$ cat src/rtl/fp32_add_arbiter.sv
// Shares one fp32 adder between NUM_REQ requesters; a tag FIFO routes results back in issue order.
// Define FP_ARB_FIXED_PRIO_EN for fixed lowest-index-first priority instead of round-robin.
module fp32_add_arbiter #(
  parameter int NUM_REQ   = 4,
  parameter int TAG_DEPTH = 4
) (
  input  logic                   clk,
  input  logic                   rst_n,
  input  logic [NUM_REQ-1:0]     req_valid,
  output logic [NUM_REQ-1:0]     req_ready,
  input  logic [32*NUM_REQ-1:0]  req_a,
  input  logic [32*NUM_REQ-1:0]  req_b,
  output logic [NUM_REQ-1:0]     rsp_valid,
  input  logic [NUM_REQ-1:0]     rsp_ready,
  output logic [31:0]            rsp_result,
  output logic [31:0]            add_a,
  output logic [31:0]            add_b,
  output logic                   add_in_valid,
  input  logic                   add_in_ready,
  input  logic [31:0]            add_result,
  input  logic                   add_out_valid,
  output logic                   add_out_ready,
  output logic                   busy,
  output logic                   err
);

  localparam int TAG_W = $clog2(NUM_REQ);
  localparam int PTR_W = $clog2(TAG_DEPTH);
  localparam int CNT_W = PTR_W + 1;
  localparam logic [CNT_W-1:0] FULL_CNT = CNT_W'(TAG_DEPTH);

  logic [31:0]      op_a [NUM_REQ];
  logic [31:0]      op_b [NUM_REQ];
  logic [TAG_W-1:0] grant;
  logic [TAG_W-1:0] tag_mem_reg [TAG_DEPTH];
  logic [PTR_W-1:0] wr_ptr_reg;
  logic [PTR_W-1:0] rd_ptr_reg;
  logic [CNT_W-1:0] count_reg;
  logic             err_reg;
  logic             fifo_full;
  logic             fifo_empty;
  logic             push;
  logic             pop;
  logic [TAG_W-1:0] head_tag;

  for (genvar gi = 0; gi < NUM_REQ; gi++) begin : g_unpack
    assign op_a[gi] = req_a[32*gi +: 32];
    assign op_b[gi] = req_b[32*gi +: 32];
  end

`ifdef FP_ARB_FIXED_PRIO_EN
  always_comb begin
    grant = '0;
    for (int i = NUM_REQ - 1; i >= 0; i--) begin
      if (req_valid[i]) grant = TAG_W'(i);
    end
  end
`else
  logic [TAG_W-1:0] rr_ptr_reg;
  logic [TAG_W-1:0] rr_ptr_next;
  logic             found;

  // Two passes: indices at/after the pointer first, then wrap to the low indices.
  always_comb begin
    grant = '0;
    found = 1'b0;
    for (int i = 0; i < NUM_REQ; i++) begin
      if (!found && req_valid[i] && (TAG_W'(i) >= rr_ptr_reg)) begin
        found = 1'b1;
        grant = TAG_W'(i);
      end
    end
    for (int i = 0; i < NUM_REQ; i++) begin
      if (!found && req_valid[i]) begin
        found = 1'b1;
        grant = TAG_W'(i);
      end
    end
    rr_ptr_next = (grant == TAG_W'(NUM_REQ - 1)) ? '0 : TAG_W'(grant + 1'b1);
  end

  always_ff @(posedge clk or negedge rst_n) begin
    if (!rst_n) begin
      rr_ptr_reg <= '0;
    end else if (push) begin
      rr_ptr_reg <= rr_ptr_next;
    end
  end
`endif

  assign fifo_full    = (count_reg == FULL_CNT);
  assign fifo_empty   = (count_reg == '0);
  assign head_tag     = tag_mem_reg[rd_ptr_reg];
  assign add_in_valid = (|req_valid) && !fifo_full;
  assign add_a        = op_a[grant];
  assign add_b        = op_b[grant];
  assign push         = add_in_valid && add_in_ready;
  // An unexpected result with nothing in flight is drained rather than left to wedge the adder.
  assign add_out_ready = fifo_empty ? 1'b1 : rsp_ready[head_tag];
  assign pop          = add_out_valid && !fifo_empty && rsp_ready[head_tag];
  assign rsp_result   = add_result;
  assign busy         = !fifo_empty;
  assign err          = err_reg;

  always_comb begin
    req_ready           = '0;
    req_ready[grant]    = push;
    rsp_valid           = '0;
    rsp_valid[head_tag] = add_out_valid && !fifo_empty;
  end

  always_ff @(posedge clk or negedge rst_n) begin
    if (!rst_n) begin
      wr_ptr_reg <= '0;
      rd_ptr_reg <= '0;
      count_reg  <= '0;
      err_reg    <= 1'b0;
      for (int i = 0; i < TAG_DEPTH; i++) tag_mem_reg[i] <= '0;
    end else begin
      if (push) begin
        tag_mem_reg[wr_ptr_reg] <= grant;
        wr_ptr_reg              <= wr_ptr_reg + 1'b1;
      end
      if (pop) rd_ptr_reg <= rd_ptr_reg + 1'b1;
      case ({push, pop})
        2'b10:   count_reg <= count_reg + CNT_W'(1);
        2'b01:   count_reg <= count_reg - CNT_W'(1);
        default: count_reg <= count_reg;
      endcase
      if (add_out_valid && fifo_empty) err_reg <= 1'b1;
    end
  end

endmodule

$ cat config.mk
export PLATFORM = sky130hd
export DESIGN_NAME = fp32_add_arbiter
export DESIGN_NICKNAME = d
export VERILOG_FILES = /design/src/rtl/fp32_add_arbiter.sv
export SDC_FILE = /design/constraint.sdc
export NUM_CORES = 1
export LEC_CHECK = 0
export BUFFER_PORTS_ARGS = -buffer_cell sky130_fd_sc_hd__buf_2
export CAP_MARGIN = 20
export CORE_AREA = 10 10 150 152
export CTS_CLUSTER_DIAMETER = 80
export DETAILED_ROUTE_END_ITERATION = 8
export DIE_AREA = 0 0 160 162
export PLACE_DENSITY = 0.52
export SETUP_SLACK_MARGIN = 0.2
export SLEW_MARGIN = 20
export SYNTH_ARGS = -nofsm -noshare
export SYNTH_HDL_FRONTEND = slang
export SYNTH_SLANG_ARGS = --single-unit
$ cat constraint.sdc
create_clock -name clk -period 7.7 [get_ports clk]
set_input_delay 0.77 -clock clk [delete_from_list [all_inputs] [get_ports clk]]
set_output_delay 0.77 -clock clk [all_outputs]
set_load 0.02 [all_outputs]
---- Word-level counts from Yosys, hierarchy flattened ----
Cells that the tools add are included.
cells by class
  $add $sub $neg .......................... 5
  order comparisons ....................... 12
  equal/unequal tests ..................... 4
  mux-type cells .......................... 35
  bitwise gates (word level) .............. 5
  reductions and logical operators ........ 31
operator list
  cell                                                               number
  binary-select mux 32 bit (select 2 bit)                            2
  2-to-1 mux 32 bit                                                  4
  2-to-1 mux 2 bit                                                   10
  logical AND 1 bit                                                  19
  2-to-1 mux 1 bit                                                   12
  greater-or-equal comparator 3 bit, second input constant           3
  zero test 1 bit                                                    9
  NOT 2 -> 3 bit                                                     3
  bitwise AND 4 bit                                                  2
  bitwise mux 8 bit                                                  1
  adder 2 x 1 -> 2 bit, second input constant                        3
  less-than comparator 2 x 3 -> 1 bit, second input constant         2
  case mux 3 bit (2 select lines)                                    1
  binary-select mux 2 bit (select 2 bit)                             1
  demux 1 bit (select 2 bit)                                         2
  demux 2 bit (select 2 bit)                                         1
  equality test 2 bit, second input constant                         2
  greater-or-equal comparator 1 x 2 -> 1 bit, first input constant   2
  greater-or-equal comparator 2 x 1 -> 1 bit, second input constant  2
  greater-or-equal comparator 2 bit, first input constant            2
  OR reduction 4 bit                                                 1
  adder 3 x 1 -> 3 bit, second input constant                        1
  equality test 3 bit, second input constant                         1
  zero test 3 bit                                                    1
  other kinds (5)                                                    5
word-level totals
  register bits ........................... 18
  output and inout bits ................... 108
  logic and storage cells ................. 101

---- Longest topological paths before layout ----
Gate-level depths: netlist of the first run.
  depth after elaboration ................. 32
  gate-level depth with buffers ........... 11
  gate-level depth less buffers ........... 10

---- Worst setup path after synthesis of the first run ----
Ideal clock, no wire load.
  path kind ............................... in2out
  start point ............................. input port req_valid[2]
  end point ............................... output port add_b[10]
  data arrival time ....................... 2.310 ns
  setup slack ............................. 4.620 ns
  stages .................................. 8
  buffers on the path ..................... 2
  cells stage by stage .................... nand2b_1 > o21ai_1 > a211oi_4 > inv_2 > buf_2 > buf_4 > mux2i_1 > o21ai_0
on the way
  cells in the longest elaborated chain, start to end .. 23
  elaborated cells between the ends (all ways) .. 28
  classes of those cells .................. 14 x mux; 1 x bitwise; 13 x reduce/logical
RTL lines
  what                                                      line  text
  start: declaration                                        9     input logic [NUM_REQ-1:0] req_valid,
  logical AND 1 bit (2 in a row)                            68    if (!found && req_valid[i] && (TAG_W'(i) >= rr_ptr_reg)) begin
  2-to-1 mux 1 bit                                          68
  zero test 1 bit                                           68
  logical AND 1 bit (2 in a row)                            68
  2-to-1 mux 1 bit                                          68
  zero test 1 bit                                           74    if (!found && req_valid[i]) begin
  logical AND 1 bit                                         74
  2-to-1 mux 1 bit                                          74
  [4 not listed]                                            --
  logical AND 1 bit                                         74
  2-to-1 mux 1 bit                                          74
  zero test 1 bit                                           74
  logical AND 1 bit                                         74
  2-to-1 mux 2 bit (*)                                      74
  NOT 2 -> 3 bit (implied by the code) (*)                  96    assign add_b = op_b[grant];
  binary-select mux 32 bit (select 2 bit) (*)               96
  2-to-1 mux 32 bit (implied by the code) (*) (2 in a row)  96
  end: declaration                                          17    output logic [31:0] add_b,
Mark *: on every way between the ends. The rest lies on a longest branch, timed or not. The select of a mux whose other input is x is not followed.

---- Worst setup path after layout of the first run ----
  start point ............................. input port req_valid[1]
  end point ............................... output port add_b[8]
on the way
  cells in the longest elaborated chain, start to end .. 27
  elaborated cells between the ends (all ways) .. 33
  classes of those cells .................. 16 x mux; 1 x bitwise; 16 x reduce/logical
RTL lines
  what                                                      line
  logical AND 1 bit (2 in a row)                            68
  2-to-1 mux 1 bit                                          68
  zero test 1 bit                                           68
  logical AND 1 bit (2 in a row)                            68
  2-to-1 mux 1 bit                                          68
  zero test 1 bit                                           68
  logical AND 1 bit (2 in a row)                            68
  2-to-1 mux 1 bit                                          68
  [7 not listed]                                            --
  logical AND 1 bit                                         74
  2-to-1 mux 1 bit                                          74
  zero test 1 bit                                           74
  logical AND 1 bit                                         74
  2-to-1 mux 2 bit (*)                                      74
  NOT 2 -> 3 bit (implied by the code) (*)                  96
  binary-select mux 32 bit (select 2 bit) (*)               96
  2-to-1 mux 32 bit (implied by the code) (*) (2 in a row)  96
Marked as above.

==> metrics.md, run 1 <==
| Metric | Value |
|---|---|
| Hpwl dp | `about 15,000 µm` |
| Routed WL | `~17,000 µm` |
| Via density | `about 4.5` |
| Starting Density | `between 10% and 20%` |
| Run status | `finished, final reports clean` |
| P_sw | `approximately 900 µW` |
| Ys flop type | `dfrtp_1` |
| Crit path launch type | `primary input` |
| Final worst setup slack | `around 3.5 ns` |
| CP max FO | `69` |
| Period Utilization, post-route | `about 55%` |
| Total negative slack | `0 ns` |
| Most frequent cells in the layout | `buf_2, mux2i_1, o221ai_1` |
| Post-Synth Adder-Cell Area | `approximately 4.3%` |
| Max Root-Sink Buffers | `2` |
| H-tree Lvls | `1` |
| CTS Hold Bufs | `0` |
| Worst skew pair latency | `0.25 ns` |
| CTS tree | `built` |
| Area of the multi-input gates | `~2200 µm²` |
| CTS clock-pin slew for the worst setup and hold paths | `0.05 ns` |
| Commonest non-fill, non-tap cell in the layout | `buf_2` |
| Post-synthesis xor/xnor area fraction | `between 1.5 and 2%` |
| Final total power | `1.61 mW` |
| Avg WL per Cell | `19.2 µm` |
| Initial drt markers | `around 250` |
| Storage cell area | `roughly 450 µm²` |
| Diode count | `0` |
| Pre-CTS WS | `around 3.5 ns` |
| Number of CTS-inserted buffers | `3` |
| Compound-gate portion of the synthesized area | `about a third` |
| Max_cap viols | `0` |
| GP Congestion | `about 0.86` |
| Post-synthesis register bit count | `18` |
| Combinational Power Share | `between 80 and 90%` |
| Die H | `~160 µm` |
| Post-DRT Antenna Nets | `0` |
| DR vias | `slightly above 4,000` |
| Post-Syn Area | `between 3000 and 4000 µm²` |
| Setup crit end kind | `output port` |
| Final Hold Fails | `0` |
| Largest net degree at the start of global routing | `a little over 70` |
| HP Class | `in2async` |
| Area share of the largest cell type after synthesis | `between 20% and 30%` |
| Post-synth top area cell | `mux2i_1` |
| Final nets | `approximately 960` |
| Post-Syn Nets | `673` |
| First-pass GRT wire length | `24,900 µm` |
| CP Data Required Time | `around 7 ns` |
| Synth Area per Inst | `8.58 µm²` |
| Netlist cell types | `39` |
| Slew Limit Fails | `0` |
| First-pass iteration count of the detailed router | `4` |
| Clock network fraction of total power | `~6.3%` |
| Mux share of post-synthesis cell area | `between 20 and 30%` |
| Filler Cell Count | `2,174` |
| Clock Sinks | `18` |
| Post-cts sizing count | `0` |
| Worst rel slew slack | `38.3%` |
| Simple-gate area share of the yosys netlist | `approximately 5.1%` |
| Pwr dens | `around 340 nW/µm²` |
| Leak Pwr | `2.54 nW` |
| Setup Fix Bufs, Post-CTS | `0` |
| GRT Resource Usage Total | `around an eighth` |
| Die Span X | `~160 µm` |
| Final min period | `4.21 ns` |
| IO Count | `about 400` |
| Register area share after synthesis | `14.5%` |
| RSZ-0062 raised after global routing | `no` |
| Pint | `between 700 and 800 µW` |
| Final setup fails | `0` |
| CTS root buffer | `clkbuf_16` |
| Mapped Cells | `363` |
| Area delta synth->final | `54.6%` |
| Vias in the first global route | `roughly 4,300` |
| Async SR Flop Fraction | `100%` |
| Die Footprint | `around 26,000 µm²` |
| Kind of critical path | `in2out` |
| Switching Fraction | `roughly 56%` |
| Clk_skew | `0.00139 ns` |
| Yosys warns | `0` |
| VDD IR-drop max | `~0.12 mV` |
| F_max | `0.238 GHz` |
| Seq pwr share | `between 10% and 20%` |
| Initial antenna violation count | `0` |
| Slew @ Worst Pin | `0.926 ns` |
| Area contributors post-synth | `mux2i_1, o221ai_1, dfrtp_1, o21ai_1, buf_4` |
| Row count | `51` |
| Total gr overflow | `0` |
| Core area | `around 19,000 µm²` |
| Max FFs per register | `8` |
| WP data arrival | `3.44 ns` |
| IO Port Bufs | `about 340` |
| Layout cell share with drive strength beyond 1 | `a little under three fifths` |
| DRC violations left | `0` |
| Number of synthesized flops with an enable pin | `0` |
| Main combinational cell family by area after synthesis | `compound AO/OA/AOI/OAI gates` |
-- power groups by stage --
stage	clock, mW	sequential (mW)	combinational (mW)
CTS	0.104	0.181	1.36
finish	0.101	0.180	1.33
global route	0.106	0.188	1.46
global placement	0	0.181	1.36
floorplan	0	0.170	1.00
detailed placement	0	0.182	1.36
-- cell type report --
cell class / count / share of cell area [%]
Multi-Input combinational cell: 266 / 45.1
Timing Repair Buffer: 347 / 36.3
Sequential cell: 18 / 9.35
Tap cell: 265 / 6.88
Clock buffer: 3 / 1.56
Inverter: 10 / 0.883
-- cells in the mapped netlist (2+ instances only) --
| master | number |
|---|---|
| o21ai_0 | 8 |
| mux4_1 | 2 |
| ha_1 | 9 |
| xnor2_1 | 3 |
| buf_4 | 37 |
| o221ai_1 | 64 |
| dfrtp_1 | 18 |
| nor2_1 | 5 |
| nand2b_1 | 3 |
| inv_1 | 9 |
| mux2i_1 | 66 |
| buf_2 | 19 |
| o21ai_1 | 59 |
| and3_1 | 4 |
| buf_6 | 7 |
| xor2_1 | 3 |
| mux2_2 | 8 |
| nor2b_1 | 2 |
| clkbuf_1 | 6 |
| nand2_1 | 12 |
-- metal layers --
metal | up-vias | wire length (µm) | GRT usage [%]
met4 | 0 | 323 | 2.67
met5 | - | 0 | 0
met2 | 244 | 8440 | 20.4
li1 | 1958 | - | -
met1 | 1822 | 6900 | 13.8
met3 | 26 | 1810 | 4.47
-- path summary, 6_finish.rpt --
path | endpoint | slack, ns | from | depth (start not counted)
worst max-delay path | add_b[8] | 3.49 | req_valid[1] | 9
worst min-delay path | err$_DFFE_PN0P_ | 0.45 | rst_n | 1
worst max register to register | rr_ptr_reg[1]$_DFFE_PN0P_ | 4.93 | rr_ptr_reg[1]$_DFFE_PN0P_ | 7
worst min register to register | err$_DFFE_PN0P_ | 0.47 | err$_DFFE_PN0P_ | 1
max in group asynchronous | rr_ptr_reg[1]$_DFFE_PN0P_ | 6.95 | rst_n | 1
min in group clk | err$_DFFE_PN0P_ | 0.47 | err$_DFFE_PN0P_ | 1
-- kinds of logic (layout without fill, tap and decap cells) --
family                   after synthesis  after routing
XOR/XNOR                               6              6
AO/OA/AOI/OAI                        142            142
flip-flops                            18             18
buffers and inverters                 79            360
adder cells (fa/ha/maj)               10             10
AND/OR/NAND/NOR                       32             32
multiplexers                          76             76
-- metrics by stage --
stage | hold WS, ns | util, % | instance area [µm²] | instances
2_1_floorplan | 0.455 | - | 3120 | 363
5_1_grt | 0.490 | 24.8 | 4820 | 909
6_report | 0.453 | 24.8 | 4820 | 909
3_3_place_gp | 0.457 | 24.4 | 4740 | 906
4_1_cts | 0.468 | 24.8 | 4820 | 909
3_5_place_dp | 0.466 | 24.4 | 4740 | 906
-- worst max-delay path, stage by stage --
cell      delay (ns)
buf_2           0.12
nand2b_1        0.16
a21oi_2         0.28
a211oi_4        0.13
inv_6           0.43
buf_4           0.83
mux2i_1         0.18
o21ai_1         0.22
buf_2           0.21
Power figures use the tool's default switching activity.
==> inputs of run 2 (changes only) <==
- CORE_AREA: 10 10 150 152 -> 10 10 151 153
- DIE_AREA: 0 0 160 162 -> 0 0 161 163
- PLACE_DENSITY: 0.52 -> 0.53
- clock period: 7.7 -> 3.4 ns (I/O delays scaled with it)
==> run 2 against run 1 <==
Compared with the run above: die area up 1.2%; design area up 1.7%; worst hold slack got worse by 0.43 ns; first-iteration DRC count rose by 2.8%; combinational power is 130% higher; clock power grew to 2.6 times the previous value; via count shrank 2.2%; setup slack got worse by 3.0 ns; total power rose by 130%; flip-flop and latch count did not move; clock skew about the same.
==> metrics.md, run 2 (synthesized netlist as in run 1, its figures left out) <==
| Metric | Value |
|---|---|
| Hpwl dp | `14,400 µm (-4.4%)` |
| Die H | `163 µm (+0.62%)` |
| HP Class | `in2async` |
| Kind of critical path | `reg2out` |
| IO Count | `408 (unchanged)` |
| Max Root-Sink Buffers | `2 (unchanged)` |
| CTS Hold Bufs | `0 (unchanged)` |
| GRT Resource Usage Total | `11.2% (-0.66 points)` |
| R2R depth | `9 (+2)` |
| Clk_skew | `0.00182 ns (+0.000432 ns)` |
| Initial drt markers | `256 (+2.8%)` |
| Area delta synth->final | `57.1%` |
| CP Data Required Time | `3.06 ns (-3.87 ns)` |
| Post-DRT Antenna Nets | `0 (unchanged)` |
| Pwr dens | `766 nW/µm² (+130%)` |
| Core area | `19,900 µm² (+2.6%)` |
| Die Span X | `161 µm (+0.63%)` |
| Final Util | `24.6% (-0.23 points)` |
| Die Footprint | `26,200 µm² (+1.2%)` |
| Max_cap viols | `0 (unchanged)` |
| Row count | `52 (+2.0%)` |
| Filler Cell Count | `2,220 (+2.1%)` |
| CTS root buffer | `clkbuf_16` |
| Run status | `finished, final reports clean` |
| CTS clock-pin slew for the worst setup and hold paths | `0.05 ns (about the same)` |
| Post-cts sizing count | `0 (unchanged)` |
| Leak Pwr | `2.57 nW (+1.4%)` |
| Pre-CTS WS | `0.710 ns (-2.81 ns)` |
| Reg-to-reg endpoint | `count_reg[2]$_DFFE_PN0P_` |
| Final min period | `between 2 and 3 ns` |
| Worst rel slew slack | `65.4% (+27 points)` |
| GP Congestion | `0.801 (-7.1%)` |
| Starting Density | `15.6% (-0.41 points)` |
| Non-Filler Instances | `918 (+0.99%)` |
| CP max FO | `51 (-26%)` |
| Crit path launch type | `flop` |
| H-tree Lvls | `1 (unchanged)` |
| Final nets | `959 (+0.31%)` |
| Slew @ Worst Pin | `0.519 ns (-0.407 ns)` |
| Commonest non-fill, non-tap cell in the layout | `buf_2` |
| Final worst setup slack | `0.517 ns (-2.98 ns)` |
| DRC violations left | `0 (unchanged)` |
| Final Hold Fails | `0 (unchanged)` |
| Setup Fix Bufs, Post-CTS | `0 (unchanged)` |
| Largest net degree at the start of global routing | `89 (+25%)` |
| Clock Sinks | `18 (unchanged)` |
| DR vias | `3,962 (-2.2%)` |
| WP data arrival | `2.54 ns (-0.90 ns)` |
| Layout cell share with drive strength beyond 1 | `56.8% (+0.27 points)` |
| First-pass iteration count of the detailed router | `4 (unchanged)` |
| RSZ-0062 raised after global routing | `no` |
| Inst Count DP | `914 (+0.88%)` |
| Routed WL | `16,500 µm (-5.3%)` |
| Setup crit end kind | `output port` |
| Slew Limit Fails | `0 (unchanged)` |
| Final setup fails | `0 (unchanged)` |
| Via density | `4.32 (-3.1%)` |
| First-pass GRT wire length | `24,000 µm (-3.5%)` |
| VDD IR-drop max | `0.309 mV (+150%)` |
| F_max | `0.347 GHz` |
| Diode count | `0 (unchanged)` |
| Total gr overflow | `0 (unchanged)` |
| CTS tree | `built` |
| Avg WL per Cell | `18.0 µm (-6.2%)` |
| R2R Setup Slk | `0.73 ns (-4.20 ns)` |
| Worst skew pair latency | `0.25 ns (about the same)` |
| IO Port Bufs | `343 (unchanged)` |
| Total negative slack | `0 ns (unchanged)` |
| Period Utilization, post-route | `a little over four fifths` |
| Max FFs per register | `8 (unchanged)` |
| Most frequent cells in the layout | `buf_2, mux2i_1, o221ai_1` |
| R2R Path Start | `rd_ptr_reg[0]$_DFFE_PN0P_` |
| Initial antenna violation count | `0 (unchanged)` |
| Vias in the first global route | `4,238 (-0.96%)` |
| Number of CTS-inserted buffers | `3 (unchanged)` |
-- run 2: cell count changes in the layout (fill, tap and decap cells not counted) --
cell and change:
clkbuf_8 +1, buf_12 +3
-- run 2: stage by stage --
step / cell area, µm² / power (mW) / hold slack, ns
finish: 4900 / 3.75 / 0.0233
global placement: 4810 / 3.53 / 0.307
detailed placement: 4810 / 3.53 / 0.310
floorplan: 3120 / 2.65 / 0.0444
CTS: 4900 / 3.80 / 0.0442
global route: 4900 / 4.06 / 0.0610
-- run 2: power breakdown --
group          leakage [nW]  internal (mW)  switching (mW)  total (mW)
clock                0.0442          0.179          0.0789       0.258
sequential            0.214          0.322          0.0876       0.410
combinational          2.31           1.18            1.90        3.08
total                  2.57           1.68            2.06        3.75
-- run 2: metal layers --
layer / wire length [µm] / vias to the layer above / track usage (%)
met1: 6200 / 1766 / 13.1
met4: 126 / 0 / 1.49
met5: 0 / - / 0
met3: 1960 / 14 / 4.58
li1: - / 1956 / -
met2: 8260 / 226 / 19.4
-- run 2: layout make-up --
| cell class | count | area [µm²] | area share, % |
|---|---|---|---|
| sequential | 18 | 450 | 9.20 |
| multi-input combinational | 266 | 2170 | 44.3 |
| inverter | 10 | 42.5 | 0.869 |
| tap | 270 | 338 | 6.90 |
| timing repair buffer | 350 | 1810 | 36.9 |
| clock buffer | 4 | 88.8 | 1.81 |
-- run 2: worst max-delay path by stage --
stage / from / to / cells after the start
after floorplan: rd_ptr_reg[0]$_DFFE_PN0P_ / count_reg[2]$_DFFE_PN0P_ / 9
after global placement: rd_ptr_reg[0]$_DFFE_PN0P_ / count_reg[2]$_DFFE_PN0P_ / 9
after detailed placement: rd_ptr_reg[0]$_DFFE_PN0P_ / count_reg[2]$_DFFE_PN0P_ / 9
after CTS: rr_ptr_reg[0]$_DFFE_PN0P_ / add_b[10] / 8
after global routing: rr_ptr_reg[0]$_DFFE_PN0P_ / add_b[18] / 8
final: rr_ptr_reg[0]$_DFFE_PN0P_ / add_b[10] / 8
-- run 2: critical path: stages (launching register included) --
cell,delay (ns)
dfrtp_1,0.41
nand2b_1,0.18
a21oi_2,0.26
a211oi_4,0.13
inv_6,0.34
buf_12,0.32
mux2i_1,0.31
o21ai_0,0.11
buf_2,0.18
==> inputs of run 3 (changes only) <==
- ABC_AREA: not set -> 1
- CORE_AREA: 10 10 151 153 -> 10 10 149 151
- DIE_AREA: 0 0 161 163 -> 0 0 159 161
- PLACE_DENSITY: 0.53 -> 0.6
- clock period: 3.4 -> 3 ns (I/O delays scaled with it)
==> run 3 against run 2 <==
Compared with the run above: clock power increased by 14%; total power increased by 28%; die area decreased by 2.5%; via count increased by 56%; critical endpoint is now req_ready[3]; largest power group unchanged; highest routed layer unchanged.
==> metrics.md, run 3 <==
| Metric | Value |
|---|---|
| Final min period | `~2.5 ns` |
| CP max FO | `36 (-29%)` |
| Layout cell share with drive strength beyond 1 | `29.9% (-27 points)` |
| Final total power | `4.81 mW (+28%)` |
| Final Instance Area | `6390 µm² (+30%)` |
| Most frequent cells in the layout | `buf_2, nand2_1, inv_1` |
| Ys flop type | `dfrtp_1` |
| Highest routed layer | `met4` |
| Post-DRT Antenna Nets | `0 (unchanged)` |
| CP top delay family | `buffers and inverters` |
| Critical path buffers and inverters | `3 (unchanged)` |
| Met3 routed WL | `1940 µm (-0.92%)` |
| CP Data Required Time | `2.70 ns (-0.36 ns)` |
| Run status | `finished, final reports clean` |
| Routed WL | `20,000 µm (+21%)` |
| Final Hold Fails | `0 (unchanged)` |
| Number of CTS-inserted buffers | `3 (unchanged)` |
| Most frequent cell after synthesis | `nand2_1` |
| Avg WL per Cell | `13.4 µm (-26%)` |
| Yosys warns | `0 (unchanged)` |
| CTS root buffer | `clkbuf_16` |
| GP Congestion | `0.877 (+9.5%)` |
| DRC violations left | `0 (unchanged)` |
| Core area | `19,200 µm² (-3.5%)` |
| Largest net degree at the start of global routing | `74 (-17%)` |
| Die Span X | `159 µm (-1.2%)` |
| Netlist cell types | `27 (-31%)` |
| CP max stage delay | `0.39 ns (-0.02 ns)` |
| WP data arrival | `2.23 ns (-0.31 ns)` |
| CP max stage cell | `dfrtp_1` |
| Worst skew pair latency | `0.25 ns (about the same)` |
| Total negative slack | `0 ns (unchanged)` |
| HP Class | `in2reg` |
| Die Footprint | `25,600 µm² (-2.5%)` |
| Area delta synth->final | `39.2%` |
| Pwr dens | `754 nW/µm² (-1.6%)` |
| IO Port Bufs | `343 (unchanged)` |
| Kind of critical path | `reg2out` |
| IO Count | `408 (unchanged)` |
| VDD IR-drop max | `0.344 mV (+11%)` |
| Setup Fix Bufs, Post-CTS | `0 (unchanged)` |
| Register area share after synthesis | `9.81% (-4.6 points)` |
| Max_cap viols | `0 (unchanged)` |
| Slew Limit Fails | `0 (unchanged)` |
| Final Util | `33.3% (+8.7 points)` |
| F_max | `0.396 GHz` |
| M1 WL | `8010 µm (+29%)` |
| Mapped Cells | `950 (+160%)` |
| Initial drt markers | `285 (+11%)` |
| Min Hold Slack | `0.321 ns (+0.298 ns)` |
| Top post-synthesis cells by count | `nand2_1, inv_1, nand3_1` |
| Max Root-Sink Buffers | `2 (unchanged)` |
| Initial antenna violation count | `0 (unchanged)` |
| CTS clock-pin slew for the worst setup and hold paths | `0.05 ns (about the same)` |
| Final setup fails | `0 (unchanged)` |
| Pre-CTS WS | `0.578 ns (-0.132 ns)` |
| Die H | `161 µm (-1.2%)` |
| Clock Sinks | `18 (unchanged)` |
| Setup crit end kind | `output port` |
| Total gr overflow | `0 (unchanged)` |
| Worst rel slew slack | `71.3% (+5.9 points)` |
| Synth Area per Inst | `4.83 µm² (-44%)` |
| Leak Pwr | `4.58 nW (+78%)` |
| Final nets | `1,536 (+60%)` |
| Inst Count DP | `1,485 (+62%)` |
| GRT Resource Usage Total | `14.3% (+3.1 points)` |
| Row count | `51 (-1.9%)` |
| Hpwl dp | `16,400 µm (+14%)` |
| Via density | `4.15 (-3.8%)` |
| First-pass GRT wire length | `31,200 µm (+30%)` |
| Met2 routed WL | `9930 µm (+20%)` |
| Max FFs per register | `8 (unchanged)` |
| Async SR Flop Fraction | `100% (unchanged)` |
| Starting Density | `23.9% (+8.2 points)` |
| Post-Syn Area | `4590 µm² (+47%)` |
| First-pass iteration count of the detailed router | `6 (+2)` |
| Post-synthesis register bit count | `18 (unchanged)` |
| Worst path cell trace | `nand2_1 -> a21oi_2 -> nand2_1 -> nor2_1 -> nand3_1 -> nand2_2 -> buf_4 -> ha_1 -> inv_1 -> nor2_1 -> buf_2` |
| Post-DP Area | `6290 µm² (+31%)` |
| Post-Syn Nets | `1,260 (+87%)` |
| RSZ-0062 raised after global routing | `no` |
| Commonest non-fill, non-tap cell in the layout | `buf_2` |
| H-tree Lvls | `1 (unchanged)` |
| Post-synth top area cell | `nand2_1` |
| Period Utilization, post-route | `84.3%` |
| Area share of the largest cell type after synthesis | `24.0% (+2.8 points)` |
| Area contributors post-synth | `nand2_1, inv_1, nand3_1, dfrtp_1, buf_4` |
| DR vias | `6,184 (+56%)` |
| Diode count | `0 (unchanged)` |
| Crit path launch type | `flop` |
| Final worst setup slack | `0.472 ns (-0.0449 ns)` |
| Vias in the first global route | `5,989 (+41%)` |
| CTS tree | `built` |
| Slew @ Worst Pin | `0.431 ns (-0.0885 ns)` |
| Non-Filler Instances | `1,490 (+62%)` |
| Clk_skew | `0.00493 ns (+0.00311 ns)` |
| Number of synthesized flops with an enable pin | `0 (unchanged)` |
-- run 3: kinds of logic after synthesis --
logic type | Yosys count | synth area share, %
AND/OR/NAND/NOR | 528 | 49.4
buffers and inverters | 370 | 34.7
AO/OA/AOI/OAI | 20 | 2.48
flip-flops | 18 | 9.81
adder cells (fa/ha/maj) | 10 | 2.89
XOR/XNOR | 4 | 0.763
-- run 3: final cells by class --
cell class	count	area (µm²)
repair buffers	354	1860
flip-flops and latches	18	450
clock buffers	4	88.8
multi-input cells	562	2570
inverters	287	1080
well taps	265	332
fillers	2220	12800
-- run 3: final timing paths --
check	from	to	slack, ns	cells after the start
max in group asynchronous	rst_n	tag_mem_reg[0]$_DFFE_PN0P_	2.20	2
setup / recovery	rr_ptr_reg[0]$_DFFE_PN0P_	req_ready[3]	0.47	11
min in group asynchronous	rst_n	tag_mem_reg[5]$_DFFE_PN0P_	0.51	2
setup reg to reg	rd_ptr_reg[0]$_DFFE_PN0P_	count_reg[2]$_DFFE_PN0P_	0.56	15
hold / removal	add_out_valid	err$_DFFE_PN0P_	0.32	3
hold reg to reg	err$_DFFE_PN0P_	err$_DFFE_PN0P_	0.47	1
-- run 3: timing repair --
item,4_1_cts,5_1_grt
resized for setup,0,0
endpoints found under the hold margin,3,0
hold buffers,1,0
-- run 3: per-layer routing --
layer,vias to the layer above,global-route usage (%)
met5,-,0
met4,0,1.56
met3,11,4.98
met2,246,25.3
met1,2654,16.8
li1,3273,-
-- run 3: report_power, final --
| part | switching, mW | internal (mW) | leakage, nW |
|---|---|---|---|
| registers | 0.0942 | 0.365 | 0.204 |
| clock network | 0.0910 | 0.203 | 0.0442 |
| logic | 2.72 | 1.34 | 4.33 |
-- run 3: tightest hold or removal path, cell delays in order --
cell and delay, ns:
buf_2 0.10, inv_1 0.06, o21bai_1 0.07
